<file path="src/rtl/nibble_store_ctrl_pkg.sv">
// Shared types and widths for the nibble store controller.
package nibble_pkg;

  localparam int NIBBLE_W = 4;

  typedef enum logic [1:0] {IDLE, PRESS, STORE, RELEASE} nsc_state_t;

endpackage

</file>
<file path="src/rtl/nibble_store_ctrl_if.sv">
// Button/switch inputs and store outputs of the nibble store controller.
interface nibble_store_ctrl_if #(parameter int W = nibble_pkg::NIBBLE_W);

  logic         btn;
  logic [W-1:0] sw;
  logic [W-1:0] D;
  logic         st;
  logic         busy;

  modport master (output btn, sw, input D, st, busy);
  modport slave  (input btn, sw, output D, st, busy);

endinterface

</file>
<file path="src/rtl/nibble_store_ctrl_btn_sync.sv">
// Two-flop synchroniser for the raw push-button; synchronous active-low reset to 0.
module btn_sync (
  input  logic clk,
  input  logic clr,
  input  logic async_in,
  output logic sync_out
);

  logic meta_q, meta_d;
  logic sync_q, sync_d;

  always_comb begin
    meta_d = async_in;
    sync_d = meta_q;
  end

  always_ff @(posedge clk) begin
    if (!clr) begin
      meta_q <= 1'b0;
      sync_q <= 1'b0;
    end else begin
      meta_q <= meta_d;
      sync_q <= sync_d;
    end
  end

  assign sync_out = sync_q;

endmodule

</file>
<file path="src/rtl/nibble_store_ctrl.sv">
// Debounced push-button capture of a W-bit switch value with a one-cycle store strobe.
// Optional accepted-press counter port entry_cnt when ENTRY_CNT_EN is defined.
module nibble_store_ctrl
  import nibble_pkg::*;
#(
  parameter int W         = NIBBLE_W,
  parameter int DB_CYCLES = 500000,
  parameter int CNT_W     = 8
) (
  input  logic               clk,
  input  logic               clr,
  nibble_store_ctrl_if.slave bus
`ifdef ENTRY_CNT_EN
  ,
  output logic [CNT_W-1:0]   entry_cnt
`endif
);

  localparam int            CW       = $clog2(DB_CYCLES + 1);
  localparam logic [CW-1:0] CNT_LAST = CW'(DB_CYCLES - 1);

  logic btn_s;

  btn_sync u_btn_sync (
    .clk      (clk),
    .clr      (clr),
    .async_in (bus.btn),
    .sync_out (btn_s)
  );

  nsc_state_t    state_q, state_d;
  logic [CW-1:0] cnt_q,   cnt_d;
  logic [W-1:0]  d_q,     d_d;
  logic          st_q,    st_d;
  logic          busy_q,  busy_d;

  always_comb begin
    state_d = state_q;
    cnt_d   = cnt_q;
    d_d     = d_q;
    unique case (state_q)
      IDLE: begin
        if (btn_s) begin
          state_d = PRESS;
          cnt_d   = '0;
        end
      end
      PRESS: begin
        if (!btn_s) begin
          state_d = IDLE;
        end else if (cnt_q == CNT_LAST) begin
          state_d = STORE;
          d_d     = bus.sw;
        end else begin
          cnt_d = cnt_q + 1'b1;
        end
      end
      STORE: begin
        state_d = RELEASE;
        cnt_d   = '0;
      end
      RELEASE: begin
        if (btn_s) begin
          cnt_d = '0;
        end else if (cnt_q == CNT_LAST) begin
          state_d = IDLE;
        end else begin
          cnt_d = cnt_q + 1'b1;
        end
      end
      default: state_d = IDLE;
    endcase
    // Outputs are registered from the next state so st/busy track state_q exactly.
    st_d   = (state_d == STORE);
    busy_d = (state_d != IDLE);
  end

  always_ff @(posedge clk) begin
    if (!clr) begin
      state_q <= IDLE;
      cnt_q   <= '0;
      d_q     <= '0;
      st_q    <= 1'b0;
      busy_q  <= 1'b0;
    end else begin
      state_q <= state_d;
      cnt_q   <= cnt_d;
      d_q     <= d_d;
      st_q    <= st_d;
      busy_q  <= busy_d;
    end
  end

  assign bus.D    = d_q;
  assign bus.st   = st_q;
  assign bus.busy = busy_q;

`ifdef ENTRY_CNT_EN
  logic [CNT_W-1:0] ent_q, ent_d;

  always_comb begin
    ent_d = ent_q;
    if (st_q) ent_d = ent_q + 1'b1;
  end

  always_ff @(posedge clk) begin
    if (!clr) ent_q <= '0;
    else      ent_q <= ent_d;
  end

  assign entry_cnt = ent_q;
`endif

endmodule
</file>
<file path="src/flat_wrapper.sv">
// flat-port wrapper written by rule: the top's interface ports become plain ports
module nibble_store_ctrl_flat import nibble_pkg::*;
#(
  parameter int W         = NIBBLE_W,
  parameter int DB_CYCLES = 500000,
  parameter int CNT_W     = 8
)
  (clk, clr, bus_btn, bus_sw, bus_D, bus_st, bus_busy);
  nibble_store_ctrl_if #(.W(W)) bus_i ();
  input  logic clk;
  input  logic clr;
  input wire logic [$bits(bus_i.btn)-1:0] bus_btn;
  input wire logic [$bits(bus_i.sw)-1:0] bus_sw;
  output wire logic [$bits(bus_i.D)-1:0] bus_D;
  output wire logic [$bits(bus_i.st)-1:0] bus_st;
  output wire logic [$bits(bus_i.busy)-1:0] bus_busy;
  assign bus_i.btn = bus_btn;
  assign bus_i.sw = bus_sw;
  assign bus_D = bus_i.D;
  assign bus_st = bus_i.st;
  assign bus_busy = bus_i.busy;
  nibble_store_ctrl #(.W(W), .DB_CYCLES(DB_CYCLES), .CNT_W(CNT_W)) u_core (.clk(clk), .clr(clr), .bus(bus_i));
endmodule
</file>
<file path="config.mk">
export PLATFORM = sky130hd
export DESIGN_NAME = nibble_store_ctrl_flat
export DESIGN_NICKNAME = d
export VERILOG_FILES = /design/src/rtl/nibble_store_ctrl_pkg.sv /design/src/rtl/nibble_store_ctrl_if.sv /design/src/rtl/nibble_store_ctrl_btn_sync.sv /design/src/rtl/nibble_store_ctrl.sv /design/src/flat_wrapper.sv
export SDC_FILE = /design/constraint.sdc
export NUM_CORES = 1
export LEC_CHECK = 0
export ABC_AREA = 0
export CORE_MARGIN = 2
export CORE_UTILIZATION = 52
export DETAILED_ROUTE_END_ITERATION = 10
export PLACE_DENSITY = 0.75
export SLEW_MARGIN = 5
export SYNTH_ARGS = -nofsm -noshare
export SYNTH_HDL_FRONTEND = slang
export SYNTH_SLANG_ARGS = --single-unit
</file>
<file path="constraint.sdc">
create_clock -name clk -period 1.7 [get_ports clk]
set_input_delay 0.17 -clock clk [delete_from_list [all_inputs] [get_ports clk]]
set_output_delay 0.17 -clock clk [all_outputs]
set_load 0.005 [all_outputs]
</file>
==> summary.md <==
| Metric | Value |
|---|---|
| Routed Wire Length | `4390 um` |
| CP max FO | `6` |
| IO Pins | `13` |
| Sequential share of the synthesized area | `0.346` |
| Clock Skew | `0.0133 ns` |
| Detailed placement HPWL | `3130 um` |
| Initial antenna violation count | `0` |
| Worst EP required | `1.97 ns` |
| Reg power frac | `0.583` |
| IO buf count | `12` |
| Clock buffer depth | `2` |
| Post-route insts no fill | `roughly 270` |
| Crit path max-delay family | `simple AND/OR/NAND/NOR gates` |
| H-tree levels | `2` |
| Rows | `20` |
| Slew @ Worst Pin | `0.340 ns` |
| Core area | `0.00305 sq mm` |
| Minimum clock period after layout | `1.62 ns` |
| Sw Share | `0.254` |
| CTS Buf Count | `5` |
| Comb power frac | `0.071` |
| Crit path kind | `flip-flop to flip-flop` |
| Critical Path Source Type | `flip-flop` |
| Final WS setup | `0.0756 ns` |
| Max-cap check violation count | `0` |
| Clock power share | `0.347` |
| Number of remaining DRC errors | `0` |
| Leakage | `between 0.7 and 0.8 nW` |
| Placed cell count | `258` |
| Psw | `0.000302 W` |
| First-pass GRT wire length | `between 7000 and 8000 um` |
| Cells along the critical path | `nand4_1 > buf_4 > or4_1 > a21oi_1` |
| Core Util, Final | `0.666` |
| Netlist Area Pre-Place | `0.00168 sq mm` |
| Crit end category | `flip-flop` |
| Ys flop type | `dfxtp_1` |
| Area growth from synthesis to layout | `21.2%` |
| Fin crit share | `0.956` |
| Asr flop ratio synth | `0` |
| Root buf cell | `clkbuf_4` |
| Mean Syn Cell Area | `8.75 sq um` |
| Clk slew on worst S/H paths | `roughly 0.10 ns` |
| GRT Total Usage | `0.263` |
| Internal power | `roughly 0.00088 W` |
| Largest net degree at the start of global routing | `17` |
| Commonest non-fill, non-tap cell in the layout | `buf_4` |
| Max Slew Vio Count | `0` |
| Fmax | `between 600 and 700 MHz` |
| Routability congestion estimate | `0.897` |
| Worst-Skew Late Latency | `0.34 ns` |
| Fin. Hold Viols | `0` |
| Data arrival, critical path | `1.90 ns` |
| #FFs+latches synth | `29` |
| CP peak stage delay | `0.47 ns` |
| Slowest CP cell | `dfxtp_1` |
| Most frequent cells in the layout | `buf_4, dfxtp_1, a21oi_1` |
| Die height | `60.8 um` |
| Initial Utilization | `0.550` |
| CTS sink cnt | `29` |
| Power Density | `583 mW/mm^2` |
| Placement Setup Slack | `-0.00337 ns` |
| Syn Nets | `200` |
| Post-synth EDFFs | `0` |
| Routed wire per std cell | `16.4 um` |
| Proportion of layout cells with a drive suffix above 1 | `0.250` |
| First DRT Iteration DRCs | `roughly 110` |
| Final setup fails | `0` |
| Final nets | `231` |
| Peak VDD IR | `between 0.5 and 0.6 mV` |
| Ys Warns | `0` |
| Hold Path Class | `input pin to flip-flop` |
| Pwr Total | `0.00119 W` |
| Final hold slack | `0.384 ns` |
| Die area | `0.00370 sq mm` |
| Status | `completed` |
| Library cells used by synthesis | `56` |
| Number of vias per cell | `6.25` |
| Pre-antenna DRT Iters | `4` |
| Relative slew margins | `0.773` |
| CTS tree | `built` |
| Via count | `roughly 1700` |
| Buf/Inv on CP | `1` |
| Grt total ovfl | `0` |
| Routed Antenna Nets | `0` |
| Die width | `60.8 um` |
| Gate Count Post-Synth | `192` |
| Number of global-route vias before repair | `1597` |
| Antenna Cells | `0` |
## power by group through the flow
stage / clock [W] / combinational (W) / sequential, W
after CTS: 0.000415 / 0.0000831 / 0.000691
after global routing: 0.000436 / 0.0000903 / 0.000692
after detailed placement: 0 / 0.0000826 / 0.000706
after global placement: 0 / 0.0000810 / 0.000706
after floorplan: 0 / 0.0000437 / 0.000704
final: 0.000411 / 0.0000840 / 0.000691
## synth_stat cells, types with 2 or more instances
cell      instances  area, sq um
o21ai_0           9         45.0
buf_4             4         30.0
nand2b_1          2         12.5
o31ai_1           5         37.5
inv_1             2         7.51
or2_2             2         12.5
nand3_1           5         25.0
and4b_1           2         20.0
a41oi_1           2         17.5
a31oi_1           3         18.8
or3_1             3         18.8
nor4_1            5         31.3
and2_1            5         31.3
and3_1            5         31.3
nand4_1          13         81.3
or4_1             2         15.0
nand2_1          15         56.3
nor2_1            8         30.0
buf_1             2         7.51
buf_6             3         33.8
mux2i_1           4         40.0
clkbuf_1          2         7.51
a21oi_1          16         80.1
and4_1            5         43.8
dfxtp_1          29          581
a311oi_1          2         17.5
o22ai_1           3         18.8
buf_2             4         20.0
a21o_1            3         22.5
## sequential cells by signal, summed over array words and instances (netlist names)
register                    count
u_core.bus.st                   1
u_core.bus.D                    4
u_core.u_btn_sync.sync_out      1
u_core.u_btn_sync.meta_q        1
u_core.state_q                  2
u_core.cnt_q                   19
u_core.bus.busy                 1
## final timing paths
path         slack, ns  depth (start not counted)                                    end                           startpoint
max               0.08                          4          u_core.cnt_q[13]$_SDFFE_PN0P_        u_core.cnt_q[10]$_SDFFE_PN0P_
min               0.38                          3           u_core.bus.D[2]$_SDFFE_PN0P_                            bus_sw[2]
max reg2reg       0.08                          4          u_core.cnt_q[13]$_SDFFE_PN0P_        u_core.cnt_q[10]$_SDFFE_PN0P_
min reg2reg       0.45                          1  u_core.u_btn_sync.sync_out$_SDFF_PN0_  u_core.u_btn_sync.meta_q$_SDFF_PN0_
## per-stage QoR
step	instance area (sq um)	TNS [ns]
after global placement	1940	0
after detailed placement	1940	-0.00337
after global routing	2030	-0.0169
after CTS	2000	0
final	2030	0
after floorplan	1680	0
## cells by family after synthesis
logic type / Yosys count / share of synthesized area
XOR/XNOR: 1 / 0.00522
adder cells (fa/ha/maj): 1 / 0.00745
buffers and inverters: 18 / 0.0656
flip-flops: 29 / 0.346
AND/OR/NAND/NOR: 86 / 0.338
AO/OA/AOI/OAI: 53 / 0.215
multiplexers: 4 / 0.0238
## what timing repair did
action / CTS / global route
resized for setup: 1 / 8
pin swaps: 0 / 2
setup buffers: 0 / 2
hold buffers: 0 / 0
endpoints found under the setup margin: 4 / 15
## final cells by class
type,instances,area (sq um)
clock buffers,6,41.3
clock inverters,2,10.0
fillers,269,1020
inverters,3,11.3
multi-input cells,145,1010
flip-flops and latches,29,586
well taps,44,55.1
repair buffers,39,323
## worst reg2reg max path, cell delays in order (launching register included)
cell and delay, ns:
dfxtp_1 0.47, nand4_1 0.25, buf_4 0.21, or4_1 0.46, a21oi_1 0.16
## routing by layer
metal / share of wire / up-vias / GRT usage
li1: - / 807 / -
met5: 0 / - / 0
met3: 0.068 / 14 / 0.0661
met1: 0.41 / 791 / 0.320
met2: 0.50 / 64 / 0.438
met4: 0.026 / 0 / 0.121
(Power assumes the default switching activity.)
